==> src/rtl/uart8_transmitter_buffered_pkg.sv <==
// Shared UART definitions: the state encoding used by both the 8-bit receiver
// and this transmitter, plus the common oversampling factor so the two sides
// cannot drift apart.
package uart8_transmitter_buffered_pkg;

    // Clock ticks per serial bit for both rx and tx.
    localparam int OVERSAMPLE_DEFAULT = 16;

    // 3-bit state encoding, identical to the receiver's. READY is kept only so
    // the encoding matches; the transmitter never enters it.
    typedef enum logic [2:0] {
        RESET     = 3'd0,
        IDLE      = 3'd1,
        START_BIT = 3'd2,
        DATA_BITS = 3'd3,
        STOP_BIT  = 3'd4,
        READY     = 3'd5
    } uart_state_t;

endpackage

==> src/rtl/uart8_transmitter_buffered.sv <==
// 8N1 UART transmitter with a one-deep holding register. The next byte can be
// queued while the current frame shifts out, so frames run back-to-back with
// no idle gap on the line. One bit lasts OVERSAMPLE clk ticks.
module uart8_transmitter_buffered
    import uart8_transmitter_buffered_pkg::*;
#(
    parameter int OVERSAMPLE = OVERSAMPLE_DEFAULT
) (
    input  logic       clk,
    input  logic       reset,
    input  logic       en,
    input  logic       start,
    input  logic [7:0] in,
    output logic       ready,
    output logic       busy,
    output logic       done,
    output logic       out
);

    localparam int CW = $clog2(OVERSAMPLE);

    uart_state_t   state;
    logic [7:0]    hold;
    logic          hold_valid;
    logic [7:0]    shift;
    logic [2:0]    bit_index;
    logic [CW-1:0] sample_count;
    logic          sample_end;
    logic          accept;

    // Last tick of a bit interval; the counter wraps to zero on the next edge.
    assign sample_end = &sample_count;

    // NOTE: ready is the only combinational output. It must not depend on
    // start, otherwise an upstream handshake could form a combinational loop.
    assign ready  = en && !hold_valid && (state != RESET);
    assign accept = start && ready;

    // Holding register, shifter and frame sequencer in one registered block.
    always_ff @(posedge clk or posedge reset) begin
        // NOTE: all state here uses non-blocking assignments so every register
        // samples the pre-edge values, regardless of statement order.
        if (reset) begin
            state        <= RESET;
            hold         <= '0;
            hold_valid   <= 1'b0;
            shift        <= '0;
            bit_index    <= '0;
            sample_count <= '0;
            out          <= 1'b1;
            busy         <= 1'b0;
            done         <= 1'b0;
        end else if (!en) begin
            // Disable aborts any frame and discards the queued byte.
            state        <= RESET;
            hold_valid   <= 1'b0;
            shift        <= '0;
            bit_index    <= '0;
            sample_count <= '0;
            out          <= 1'b1;
            busy         <= 1'b0;
            done         <= 1'b0;
        end else begin
            done <= 1'b0;

            // Accept and drain never coincide: ready is low whenever hold is full.
            if (accept) begin
                hold       <= in;
                hold_valid <= 1'b1;
            end

            case (state)
                RESET: begin
                    out          <= 1'b1;
                    busy         <= 1'b0;
                    shift        <= '0;
                    bit_index    <= '0;
                    sample_count <= '0;
                    state        <= IDLE;
                end

                IDLE: begin
                    out  <= 1'b1;
                    busy <= 1'b0;
                    if (hold_valid) begin
                        shift        <= hold;
                        hold_valid   <= 1'b0;
                        out          <= 1'b0;
                        busy         <= 1'b1;
                        sample_count <= '0;
                        state        <= START_BIT;
                    end
                end

                START_BIT: begin
                    sample_count <= sample_count + 1'b1;
                    if (sample_end) begin
                        out          <= shift[0];
                        bit_index    <= 3'd1;
                        sample_count <= '0;
                        state        <= DATA_BITS;
                    end
                end

                DATA_BITS: begin
                    sample_count <= sample_count + 1'b1;
                    if (sample_end) begin
                        if (bit_index != 3'd0) begin
                            out       <= shift[bit_index];
                            bit_index <= bit_index + 3'd1;
                        end else begin
                            // bit_index wrapped: bit 7 has been held a full interval.
                            out   <= 1'b1;
                            state <= STOP_BIT;
                        end
                    end
                end

                STOP_BIT: begin
                    sample_count <= sample_count + 1'b1;
                    if (sample_end) begin
                        done <= 1'b1;
                        if (hold_valid) begin
                            // Back-to-back: next start bit begins with no gap.
                            shift      <= hold;
                            hold_valid <= 1'b0;
                            out        <= 1'b0;
                            state      <= START_BIT;
                        end else begin
                            busy  <= 1'b0;
                            state <= IDLE;
                        end
                    end
                end

                default: begin
                    out   <= 1'b1;
                    busy  <= 1'b0;
                    state <= RESET;
                end
            endcase
        end
    end

endmodule

==> config.mk <==
export PLATFORM = sky130hd
export DESIGN_NAME = uart8_transmitter_buffered
export DESIGN_NICKNAME = d
export VERILOG_FILES = /design/src/rtl/uart8_transmitter_buffered_pkg.sv /design/src/rtl/uart8_transmitter_buffered.sv
export SDC_FILE = /design/constraint.sdc
export NUM_CORES = 1
export LEC_CHECK = 0
export ABC_AREA = 1
export BUFFER_PORTS_ARGS = -buffer_cell sky130_fd_sc_hd__buf_4
export CORE_ASPECT_RATIO = 1.1
export CORE_UTILIZATION = 55
export CTS_BUF_LIST = sky130_fd_sc_hd__clkbuf_2 sky130_fd_sc_hd__clkbuf_4 sky130_fd_sc_hd__clkbuf_8
export DETAILED_ROUTE_END_ITERATION = 12
export GPL_ROUTABILITY_DRIVEN = 0
export GPL_TIMING_DRIVEN = 0
export PLACE_DENSITY = 0.78
export SLEW_MARGIN = 30
export SYNTH_ARGS = -nofsm -noshare
export SYNTH_HDL_FRONTEND = slang
export SYNTH_SLANG_ARGS = --single-unit
==> constraint.sdc <==
create_clock -name clk -period 1.4 [get_ports clk]
set_input_delay 0.28 -clock clk [delete_from_list [all_inputs] [get_ports clk]]
set_output_delay 0.28 -clock clk [all_outputs]
set_load 0.01 [all_outputs]
==> run metrics, run 1 <==
share of the clock period used by the worst path=112%; Detailed Routing Iterations Pass 1=5; type of element launching the critical path=flop; DR iter-0 viols=105; number of synthesized flops with an enable pin=0; count of state elements after synthesis=30; filler cell count in the final layout=197; area enclosed by the die boundary=3390 um^2; commonest cells after routing, fill and taps aside=nand2_1 (45), buf_4 (39), dfrtp_1 (24); vertical extent of the die=60.9 um; clock buffers created by TritonCTS=5; Syn Area/Cell=8.19 um^2; WS Path Type=reg2reg; Detailed Place HPWL=2.47 mm; Period minus WS final=1.56 ns; area inside the core boundary=3020 um^2; met2 usage=41.8%; maximum clock frequency=0.641 GHz; Setup TNS Final=-1.96 ns; post-synthesis async set-or-reset flop share=100%; total number of H-tree levels=2; CTS Hold Buffers Added=0; static leakage=0.00109 uW; DRC=0; run status=complete, but fails checks; post-detailed-route count of antenna-violating nets=0; failing checks=negative setup slack; total overflow reported by the global router=0; synthesized instance count=212; most common library cell in the layout ignoring fill and taps=nand2_1; share of final-layout standard cells stronger than drive strength 1=43.0%; pins over their slew limit=0; detailed-route wire length per cell=15.1 um; max capacitance violation total=0; P&R area growth vs syn=34.9%; total routing usage reported by global routing=25.3%; required time of the critical path=1.63 ns; final setup violation count=28; post-synth net total=227; proportion of synthesized chip area in sequential cells=43.3%; met1 Resource Use GR=33.2%; Crit. End Element=flop; total of warnings raised by yosys=0; count of unique library cells instantiated by Yosys=32; worst clock skew=0.0121 ns; largest net degree at the start of global routing=31; number of global-route vias before repair=1430; setup repair after global routing missed its margin=true; Worst Hold Slack=0.00627 ns; number of antenna violations at the first check in global routing=0; die outline width=55.6 um; clock sink count=30; hold violation total from the final report=0; total inserted antenna cells=0; IR Drop Worst-Case VDD=1.33 mV; quantity of I/O buffers inserted on ports=14; sum of routed wire length over all layers=4.40 mm; TritonCTS clock tree=yes; busiest grt layer=met2; Worst Tran Pin Value=0.613 ns; number of rows created at floorplan=21; effective utilization at floorplan=57.5%; routed vias=1667; Avg Vias per Cell=5.71; boundary pin count=16; Worst Hold Class=in2async; Max clock buf depth=2; Worst Slack Setup Final=-0.161 ns; Net count, final=272; global routing usage on met3=6.82%; commonest register cell after synthesis=dfrtp_1; ratio of total power to cell area=1850 nW/um^2; Cell Area, Synth=1740 um^2; insertion delay to the later sink of the worst-skew pair=0.34 ns; wire length of the first global-routing pass=6.51 mm; Arr. time, crit path=1.79 ns; clock slew seen by the registers of the worst setup and hold paths=0.11 ns; CTS Root Cell=clkbuf_4; Critical Path Fanout Max=10; tightest slew margin relative to the limit=59.1%
report_power, final:
group          leakage (uW)  internal, uW  switching [uW]
registers          0.000386          1140             210
logic              0.000641           887            1180
clock network     0.0000585           605             320
logic make-up (layout without fill, tap and decap cells):
kind of cell / count (synthesis) / count (layout) / synth area share [%]
AOI/OAI and AO/OA: 33 / 33 / 12.2
DFF: 30 / 30 / 43.3
xor gates and xnor gates: 2 / 2 / 1.01
buffers and inverters: 32 / 78 / 8.14
and+or+nand+nor: 104 / 104 / 28.0
muxes: 8 / 8 / 5.19
adders and majority gates: 3 / 3 / 2.16
repair_timing:
action,in CTS,in global routing
setup endpoints to repair,29,30
pin swaps,3,3
cloned,0,1
setup buffers,13,10
gates resized for setup,19,34
synth_stat cells, drive strengths merged (2+ instances only):
cell / count / area share (%)
inv: 28 / 6.1
nand2: 59 / 15
ha: 3 / 2.2
xnor2: 2 / 1.0
nand4: 3 / 1.1
buf: 3 / 1.9
nand3: 18 / 5.2
mux2: 8 / 5.2
nor2: 22 / 6.3
dfrtp: 29 / 42
a21oi: 6 / 1.7
o21ai: 24 / 9.3
flip-flops by register name, indices dropped and copies added, names as in the netlist, 3 cells and up:
name,count
hold,8
shift,8
sample_count,4
bit_index,3
state,3
through the flow:
step	total power, uW	std cells	area, um^2	utilization [%]	worst slack, ns
after floorplan	2470	212	1750	-	0.0215
final	4350	292	2340	77.6	-0.161
after global routing	4620	292	2340	77.6	-0.244
after global placement	2760	260	1890	62.7	-0.172
after detailed placement	2800	260	1890	62.7	-0.200
after CTS	4010	281	2150	71.2	-0.106
worst max-delay path: stages, from the launching register on:
cell     delay, ns
dfrtp_2       0.47
nor2_4        0.15
buf_4         0.13
nor2_1        0.05
nand2_1       0.10
nand2_2       0.08
nor2_4        0.15
nand2_8       0.08
buf_12        0.15
nand2_2       0.06
o21ai_2       0.05
routing by layer:
layer	part of all wire, %	vias up
met1	40	779
li1	-	781
met3	7.8	17
met4	2.8	0
met2	49	90
met5	0	-
area by class of cell:
class                      count  area, um^2  share of cell area, %
sequential                    30         758                   32.4
buffer                         4        42.5                   1.82
timing repair buffer          38         285                   12.2
clock inverter                 2        60.1                   2.56
clock buffer                   6        51.3                   2.19
multi-input combinational    150         985                   42.0
inverter                      28         119                   5.07
tap                           34        42.5                   1.82
worst paths after layout:
kind | start | end | slack [ns] | depth (start not counted)
max | state[1] | shift[0] | -0.16 | 10
min | reset | shift[7] | 0.006 | 2
max reg2reg | state[1] | shift[0] | -0.16 | 10
min reg2reg | shift[4] | shift[4] | 0.50 | 2
max in group asynchronous | reset | state[2] | 0.95 | 2
min in group clk | in[5] | hold[5] | 0.14 | 2
Note: power is estimated with default switching activity, not from simulation.
==> run 2: changes to the inputs <==
Settings changed: CORE_ASPECT_RATIO 1.1 to 0.7.
==> run 2 against run 1 <==
Via count down 3.3%. Final cell count is 1.7% lower. Die area rose by 0.10%. Critical path depth did not move. Clock power grew 17%. The run still ends with negative setup slack left. First-iteration DRC count rose by 30%. Largest power group unchanged. Combinational power hardly changed. Sequential share of layout area grew 0.24 points. Flip-flop and latch count did not move. Design area decreased by 0.75%. Largest cell class unchanged. Clock skew down 0.0042 ns.
==> run metrics, run 2 (synthesis results as in run 1) <==
Setup TNS Final=-0.995 ns (+0.962 ns); type of element launching the critical path=flop; IR Drop Worst-Case VDD=1.12 mV (-16%); utilization of the core after routing=80.1% (+2.6 points); quantity of I/O buffers inserted on ports=14 (unchanged); sum of routed wire length over all layers=4.40 mm (+0.11%); clock slew seen by the registers of the worst setup and hold paths=0.07 ns (-0.04 ns); pins over their slew limit=0 (unchanged); max capacitance violation total=0 (unchanged); largest net degree at the start of global routing=31 (unchanged); total inserted antenna cells=0 (unchanged); final setup violation count=18 (-36%); run status=complete, but fails checks; beginning of the critical path=state[1]; DR iter-0 viols=136 (+30%); WS Path Type=reg2reg; maximum clock frequency=0.658 GHz (+2.8%); Critical Path Fanout Max=5 (-5); worst clock skew=0.00788 ns (-0.00420 ns); TritonCTS clock tree=yes; Crit. End Element=flop; Worst Tran Pin Value=0.623 ns (+0.00976 ns); total number of H-tree levels=2 (unchanged); top flop regs=hold (8), shift (8), sample_count (4); CTS Root Cell=clkbuf_8; number of antenna violations at the first check in global routing=0 (unchanged); area of placed instances=1900 um^2 (+0.13%); area enclosed by the die boundary=3390 um^2 (+0.10%); share of the clock period used by the worst path=109% (-3.0 points); boundary pin count=16 (unchanged); Detailed Place HPWL=2.57 mm (+4.3%); P&R area growth vs syn=33.9%; Period minus WS final=1.52 ns (-0.0418 ns); die outline width=69.2 um (+24%); Worst Slack Setup Final=-0.119 ns (+0.0418 ns); commonest cells after routing, fill and taps aside=nand2_1 (48), buf_4 (29), dfrtp_1 (24); post-detailed-route count of antenna-violating nets=0 (unchanged); hold violation total from the final report=0 (unchanged); clock sink count=30 (unchanged); Arr. time, crit path=1.73 ns (-0.06 ns); share of final-layout standard cells stronger than drive strength 1=39.0% (-4.0 points); post-layout instance area=2330 um^2 (-0.75%); Max clock buf depth=2 (unchanged); tightest slew margin relative to the limit=58.4% (-0.65 points); DRC=0 (unchanged); most common library cell in the layout ignoring fill and taps=nand2_1; detailed-route wire length per cell=15.3 um (+1.9%); total routing usage reported by global routing=27.3% (+2.0 points); effective utilization at floorplan=59.8% (+2.4 points); wire length of the first global-routing pass=7.09 mm (+8.9%); clock buffers created by TritonCTS=5 (unchanged); r2r worst-path depth=10 (unchanged); ratio of total power to cell area=1950 nW/um^2 (+5.4%); start of the worst register-to-register path=state[1]; required time of the critical path=1.61 ns (-0.02 ns); Avg Vias per Cell=5.62 (-1.6%); area inside the core boundary=2900 um^2 (-3.9%); insertion delay to the later sink of the worst-skew pair=0.28 ns (-0.06 ns); Worst Hold Slack=0.0804 ns (+0.0742 ns); failing checks=negative setup slack; Worst Hold Class=in2async; number of rows created at floorplan=16 (-24%); CTS Hold Buffers Added=0 (unchanged); Detailed Routing Iterations Pass 1=4 (-1); setup repair after global routing missed its margin=true; total overflow reported by the global router=0 (unchanged); number of global-route vias before repair=1466 (+2.5%); DP Worst Slack=-0.163 ns (+0.0378 ns); static leakage=0.00107 uW (-1.4%); routed vias=1612 (-3.3%); Net count, final=265 (-2.6%); vertical extent of the die=49.0 um (-20%)
run 2: area by class of cell:
| class | count | area [um^2] |
|---|---|---|
| clock buffers | 6 | 82.6 |
| fillers | 177 | 577 |
| multi-input cells | 150 | 965 |
| repair buffers | 31 | 260 |
| well taps | 36 | 45.0 |
| plain buffers | 4 | 42.5 |
| clock inverters | 2 | 60.1 |
| inverters | 28 | 113 |
| flip-flops and latches | 30 | 758 |
run 2: path summary, 6_finish.rpt:
| check | end | slack (ns) |
|---|---|---|
| setup / recovery | shift[7] | -0.12 |
| hold / removal | hold[3] | 0.08 |
| setup reg to reg | shift[7] | -0.12 |
| hold reg to reg | hold[1] | 0.49 |
| max in group asynchronous | bit_index[0] | 0.87 |
| min in group clk | hold[6] | 0.21 |
run 2: what timing repair did:
action,in CTS,in global routing
endpoints found under the hold margin,0,0
pin swaps,3,1
gates cloned,2,0
buffers inserted,9,6
endpoints found under the setup margin,30,30
resized for setup,28,21
run 2: per-stage QoR:
stage	std cells	power, uW
after CTS	281	4300
after floorplan	212	2470
after global routing	287	4820
after detailed placement	262	2790
after global placement	262	2770
final	287	4540
run 2: layer usage:
layer / vias to the layer above / track usage (%) / share of wire (%)
met1: 748 / 39.3 / 46
met3: 17 / 7.85 / 9.2
li1: 766 / - / -
met4: 0 / 9.86 / 2.6
met5: - / 0 / 0
met2: 81 / 39.2 / 42
run 2: critical path, stage by stage (launching register included):
cell and delay [ns]:
dfrtp_2 0.46, inv_2 0.14, nand2_2 0.11, nand2_2 0.10
nand2_4 0.08, nor2_8 0.14, nand2_4 0.07, nand2_8 0.09
buf_6 0.11, nand2_1 0.07, o21ai_2 0.06
run 2: where the power goes:
group          internal (uW)  leakage [uW]  total [uW]  switching (uW)
registers               1150      0.000386        1390             244
logic                    925      0.000613        2070            1140
clock network            759     0.0000714        1080             326
total                   2830       0.00107        4540            1710
